==> src/rtl/prog_tick_divider_if.sv <==
// Control/status bundle for the programmable tick divider.
// The master side drives the controls; the slave side (the divider) reports status.
interface prog_tick_divider_if #(
  parameter int WIDTH = 16
);
  logic             enable;
  logic             clear;
  logic             start;
  logic             mode;
  logic             load;
  logic [WIDTH-1:0] max_in;
  logic             tick;
  logic             busy;
  logic             done;
  logic [WIDTH-1:0] count;
  logic [WIDTH-1:0] max_cur;

  modport master (
    output enable, clear, start, mode, load, max_in,
    input  tick, busy, done, count, max_cur
  );

  modport slave (
    input  enable, clear, start, mode, load, max_in,
    output tick, busy, done, count, max_cur
  );
endinterface

==> src/rtl/prog_tick_divider.sv <==
// Programmable tick divider: counts 0..max_cur and pulses tick on each wrap.
// Periodic or one-shot runs; terminal value updates while running are
// staged in a shadow register and only committed at a wrap, clear or reset.
module prog_tick_divider #(
  parameter int               WIDTH   = 16,
  parameter logic [WIDTH-1:0] RST_MAX = 16'd9
) (
  input logic                 clk,
  input logic                 nRst,
  prog_tick_divider_if.slave  bus
);

  typedef enum logic [1:0] {
    IDLE = 2'd0,
    RUN  = 2'd1,
    DONE = 2'd2
  } state_t;

  localparam logic [WIDTH-1:0] ONE = {{(WIDTH-1){1'b0}}, 1'b1};

  state_t           state_reg;
  logic [WIDTH-1:0] count_reg;
  logic [WIDTH-1:0] max_cur_reg;
  logic [WIDTH-1:0] shadow_reg;
  logic             pending_reg;
  logic             mode_q;
  logic             tick_reg;
  logic             at_max;

  // Terminal count reached; >= keeps the compare safe even if max_cur dropped.
  assign at_max = (count_reg >= max_cur_reg);

  // Single FSM/datapath register block; tick defaults low so it is a one-cycle pulse.
  always_ff @(posedge clk or negedge nRst) begin
    if (!nRst) begin
      state_reg   <= IDLE;
      count_reg   <= '0;
      tick_reg    <= 1'b0;
      mode_q      <= 1'b0;
      pending_reg <= 1'b0;
      shadow_reg  <= RST_MAX;
      max_cur_reg <= RST_MAX;
    end else begin
      tick_reg <= 1'b0;
      if (bus.clear) begin
        // Abort wins over everything; a staged value is not lost on abort.
        state_reg   <= IDLE;
        count_reg   <= '0;
        mode_q      <= 1'b0;
        pending_reg <= 1'b0;
        if (bus.load) begin
          max_cur_reg <= bus.max_in;
        end else if (pending_reg) begin
          max_cur_reg <= shadow_reg;
        end
      end else begin
        case (state_reg)
          IDLE, DONE: begin
            if (bus.load) begin
              max_cur_reg <= bus.max_in;
            end
            if (bus.start) begin
              state_reg <= RUN;
              count_reg <= '0;
              mode_q    <= bus.mode;
            end
          end
          RUN: begin
            if (bus.enable && at_max) begin
              // Wrap: emit tick, commit the newest terminal value, maybe finish.
              count_reg   <= '0;
              tick_reg    <= 1'b1;
              pending_reg <= 1'b0;
              if (bus.load) begin
                max_cur_reg <= bus.max_in;
                shadow_reg  <= bus.max_in;
              end else if (pending_reg) begin
                max_cur_reg <= shadow_reg;
              end
              if (mode_q) begin
                state_reg <= DONE;
              end
            end else begin
              if (bus.load) begin
                shadow_reg  <= bus.max_in;
                pending_reg <= 1'b1;
              end
              if (bus.enable) begin
                count_reg <= count_reg + ONE;
              end
            end
          end
          default: begin
            state_reg <= IDLE;
            count_reg <= '0;
          end
        endcase
      end
    end
  end

  assign bus.tick    = tick_reg;
  assign bus.busy    = (state_reg == RUN);
  assign bus.done    = (state_reg == DONE);
  assign bus.count   = count_reg;
  assign bus.max_cur = max_cur_reg;

endmodule

==> src/flat_wrapper.sv <==
// flat-port wrapper written by rule: the top's interface ports become plain ports
module prog_tick_divider_flat 
#(
  parameter int               WIDTH   = 16,
  parameter logic [WIDTH-1:0] RST_MAX = 16'd9
)
  (clk, nRst, bus_enable, bus_clear, bus_start, bus_mode, bus_load, bus_max_in, bus_tick, bus_busy, bus_done, bus_count, bus_max_cur);
  prog_tick_divider_if #(.WIDTH(WIDTH)) bus_i ();
  input logic clk;
  input logic nRst;
  input wire logic [$bits(bus_i.enable)-1:0] bus_enable;
  input wire logic [$bits(bus_i.clear)-1:0] bus_clear;
  input wire logic [$bits(bus_i.start)-1:0] bus_start;
  input wire logic [$bits(bus_i.mode)-1:0] bus_mode;
  input wire logic [$bits(bus_i.load)-1:0] bus_load;
  input wire logic [$bits(bus_i.max_in)-1:0] bus_max_in;
  output wire logic [$bits(bus_i.tick)-1:0] bus_tick;
  output wire logic [$bits(bus_i.busy)-1:0] bus_busy;
  output wire logic [$bits(bus_i.done)-1:0] bus_done;
  output wire logic [$bits(bus_i.count)-1:0] bus_count;
  output wire logic [$bits(bus_i.max_cur)-1:0] bus_max_cur;
  assign bus_i.enable = bus_enable;
  assign bus_i.clear = bus_clear;
  assign bus_i.start = bus_start;
  assign bus_i.mode = bus_mode;
  assign bus_i.load = bus_load;
  assign bus_i.max_in = bus_max_in;
  assign bus_tick = bus_i.tick;
  assign bus_busy = bus_i.busy;
  assign bus_done = bus_i.done;
  assign bus_count = bus_i.count;
  assign bus_max_cur = bus_i.max_cur;
  prog_tick_divider #(.WIDTH(WIDTH), .RST_MAX(RST_MAX)) u_core (.clk(clk), .nRst(nRst), .bus(bus_i));
endmodule
==> config.mk <==
export PLATFORM = sky130hd
export DESIGN_NAME = prog_tick_divider_flat
export DESIGN_NICKNAME = d
export VERILOG_FILES = /design/src/rtl/prog_tick_divider_if.sv /design/src/rtl/prog_tick_divider.sv /design/src/flat_wrapper.sv
export SDC_FILE = /design/constraint.sdc
export NUM_CORES = 1
export LEC_CHECK = 0
export CORE_ASPECT_RATIO = 0.7
export CORE_UTILIZATION = 51
export CTS_CLUSTER_SIZE = 12
export DETAILED_ROUTE_END_ITERATION = 16
export PLACE_DENSITY_LB_ADDON = 0.2
export SYNTH_ARGS = -nofsm -noshare
export SYNTH_HDL_FRONTEND = slang
export SYNTH_SLANG_ARGS = --single-unit
==> constraint.sdc <==
create_clock -name clk -period 3.15 [get_ports clk]
set_input_delay 0.63 -clock clk [delete_from_list [all_inputs] [get_ports clk]]
set_output_delay 0.63 -clock clk [all_outputs]
set_load 0.01 [all_outputs]
==> impl_metrics.py <==
metrics = {
    "timing": {
        "max_clock_freq_mhz": 362,
        "report.final.slew_viol_count": 0,
        "post-route-min-period_ns": 2.76,
        "fin_skew_ns": 0.00877,
        "slew_headroom_pct": 31.5,
        "finalWorstSetupSlack_ns": 0.390,
        "finalCritPeriodShare_pct": 87.6,
        "tightest_slew_ns": 1.02,
        "hold_violations": 0,
        "finalSetupViolCount": 0,
        "rsz0062_at_grt": "no",
        "finalSetupTns_ns": 0,
    },
    "global_routing": {
        "grt_usage_pct": 24.0,
        "grt_pass1_vias": 2216,
        "gr-total-overflow": 0,
        "antenna_found_initial": 0,
        "grt_pass1_wl_um": 10800,
        "grt_max_degree": 28,
    },
    "finish": {
        "drive_above_1_share_pct": 13.6,
        "nets": 355,
        "diodes": 0,
        "fillers": 426,
        "areaGrowthSynthToFinish_pct": 26.1,
    },
    "critical_path": {
        "rr_startpoint": "u_core.bus.max_cur[0]$_DFFE_PN1P_",
        "path_max_fanout": 16,
        "arrival_ns": 2.95,
        "criticalPathCategory": "register to register",
        "r2r_cells": 7,
        "worstPathRequired_ns": 3.34,
        "reg2reg_to": "u_core.bus.max_cur[6]$_DFFE_PN0P_",
        "startpoint_type": "register",
        "endpoint_kind": "register",
        "reg2reg_slack_ns": 0.39,
    },
    "power_and_ir_drop": {
        "p_leak_nw": 1.51,
        "internal_power_mw": 1.12,
        "irDropWorstVdd_mv": 0.264,
        "power_frac_comb_pct": 21.3,
        "clkPwrFrac_pct": 25.0,
        "switching_share_pct": 28.5,
        "seqPwrFrac_pct": 53.7,
        "p_per_area_nw_per_um2": 447,
        "netSwitchingPower_uw": 447,
    },
    "clock_network": {
        "cts-root-buf": "clkbuf_8",
        "cts_tree": "yes",
        "ctsHoldBuffers": 0,
        "insertion_delay_ns": 0.31,
        "cts_buffers": 5,
        "cts_resized": 0,
        "clk_pin_slew_ns": 0.10,
        "clock_sinks": 53,
        "clk_path_buf_depth": 2,
        "cts_post_setup_buffers_inserted": 0,
        "cts.htree.levels": 2,
    },
    "synthesis": {
        "avgSynthCellArea_um2": 10.9,
        "synthCells": 254,
        "ys_seq_elements": 53,
        "yosysUniqueCellTypes": 45,
        "synth_area_um2": 2780,
        "yosysTopAreaCellShare_pct": 44.1,
        "synth_area_leaders": "dfrtp_1, ha_1, mux2_2",
        "synth_top_area_cell": "dfrtp_1",
        "yosysSeqAreaShare_pct": 47.9,
        "async_reset_ff_share_pct": 100,
        "synth_nets": 294,
        "synth-edff-count": 0,
        "ys.flop_type": "dfrtp_1",
        "yosysWarnings": 0,
    },
    "routing": {
        "vias": 2181,
        "postRouteAntennaNets": 0,
        "wl_um": 6310,
        "routed_via_density": 5.62,
        "wl_per_cell_um": 16.3,
        "drc_errors": 0,
        "drt_iter0_drc": 116,
        "drtPass1Iterations": 6,
    },
    "status": {
        "outcome": "completed",
    },
    "flow_run": {
        "cap_violations": 0,
    },
    "placement": {
        "gp_congestion": 0.800,
        "dpl.hpwl_um": 4540,
        "port_buffers": 57,
        "place_ws_ns": 0.393,
    },
    "floorplan": {
        "num_rows": 22,
        "initial_core_util_pct": 52.9,
        "die_width_um": 90.2,
        "io_pins": 58,
        "dieArea_um2": 5760,
        "core_area_um2": 5260,
        "die_h_um": 63.8,
    },
    "worst_hold_path": {
        "hold_path_class": "input port to asynchronous set/reset pin",
    },
}
-- power by group through the flow --
stage / sequential (mW) / clock [mW] / combinational (mW)
6_report: 0.841 / 0.391 / 0.334
5_1_grt: 0.855 / 0.433 / 0.369
4_1_cts: 0.842 / 0.401 / 0.337
3_5_place_dp: 0.854 / 0 / 0.336
3_3_place_gp: 0.851 / 0 / 0.327
2_1_floorplan: 0.850 / 0 / 0.177
-- worst max path at each step --
| stage | slack, ns | cells after the start | to | start |
|---|---|---|---|---|
| floorplan | 0.71 | 9 | u_core.bus.max_cur[10]$_DFFE_PN0P_ | u_core.bus.max_cur[13]$_DFFE_PN0P_ |
| global placement | 0.50 | 8 | u_core.bus.max_cur[12]$_DFFE_PN0P_ | u_core.bus.max_cur[13]$_DFFE_PN0P_ |
| detailed placement | 0.39 | 8 | u_core.bus.max_cur[6]$_DFFE_PN0P_ | u_core.bus.count[0]$_DFFE_PN0P_ |
| CTS | 0.36 | 7 | u_core.bus.max_cur[14]$_DFFE_PN0P_ | u_core.bus.max_cur[0]$_DFFE_PN1P_ |
| global route | 0.20 | 8 | u_core.bus.max_cur[14]$_DFFE_PN0P_ | u_core.bus.count[0]$_DFFE_PN0P_ |
| finish | 0.39 | 7 | u_core.bus.max_cur[6]$_DFFE_PN0P_ | u_core.bus.max_cur[0]$_DFFE_PN1P_ |
-- critical path, stage by stage (launching register included) --
cell,delay (ns)
dfstp_2,0.57
ha_1,0.23
nand2b_1,0.14
a2111oi_0,0.61
nor3_2,0.12
o31ai_4,0.41
o31a_2,0.45
o2bb2ai_1,0.11
-- placed cells by master, fill, tap and decap left out, drive strengths merged, types with 2 or more instances in the layout --
| master | instances |
|---|---|
| nand4 | 6 |
| xor2 | 10 |
| buf | 7 |
| and3 | 4 |
| dfrtp | 49 |
| nand2b | 2 |
| xnor2 | 4 |
| dfstp | 4 |
| ha | 17 |
| a21oi | 9 |
| nand3 | 6 |
| o21ai | 4 |
| o2bb2ai | 16 |
| clkbuf | 6 |
| mux2 | 16 |
| nor2b | 2 |
| nor3 | 5 |
| inv | 21 |
| a22oi | 16 |
| nand2 | 10 |
| nor2 | 26 |
| clkdlybuf4s50 | 56 |
-- cell type report --
cell class              instances  area, um^2  share of cell area (%)
flip-flops and latches         53        1330                    38.0
multi-input cells             172        1310                    37.5
inverters                      20        75.1                    2.14
repair buffers                 63         611                    17.4
clock inverters                 2        13.8                   0.392
well taps                      72        90.1                    2.57
clock buffers                   6        72.6                    2.07
-- synth_stat cells, drive strengths merged (2+ instances only) --
cell type,n
dfstp,4
a21oi,9
dfrtp,49
nand2,10
ha,17
nor2b,2
xor2,10
o2bb2ai,16
nor3,5
inv,20
a22oi,16
nor2,26
buf,4
nand2b,2
mux2,16
nand4,6
xnor2,4
nand3,6
and3,4
o21ai,4
clkbuf,5
-- metal layers --
metal | track usage, % | vias up | share of wire (%)
li1 | - | 1042 | -
met3 | 5.60 | 6 | 4.2
met2 | 38.9 | 54 | 46
met4 | 6.45 | 0 | 0.89
met1 | 32.6 | 1079 | 49
met5 | 0 | - | 0
-- stage by stage --
| step | hold slack [ns] | cells | total power, mW | util (%) | instance area [um^2] |
|---|---|---|---|---|---|
| after floorplan | 0.334 | 254 | 1.03 | - | 2780 |
| after global placement | 0.489 | 380 | 1.18 | 65.1 | 3420 |
| after detailed placement | 0.493 | 380 | 1.19 | 65.1 | 3420 |
| after CTS | 0.326 | 388 | 1.58 | 66.7 | 3510 |
| after global routing | 0.342 | 388 | 1.66 | 66.7 | 3510 |
| final | 0.306 | 388 | 1.57 | 66.7 | 3510 |
-- kinds of logic after synthesis --
logic type,share of synthesized area [%]
AO/OA/AOI/OAI,16.2
XOR/XNOR,4.41
adder cells (fa/ha/maj),7.65
buffers and inverters,4.86
flip-flops,47.9
multiplexers,6.84
AND/OR/NAND/NOR,12.1
Power figures use the tool's default switching activity.
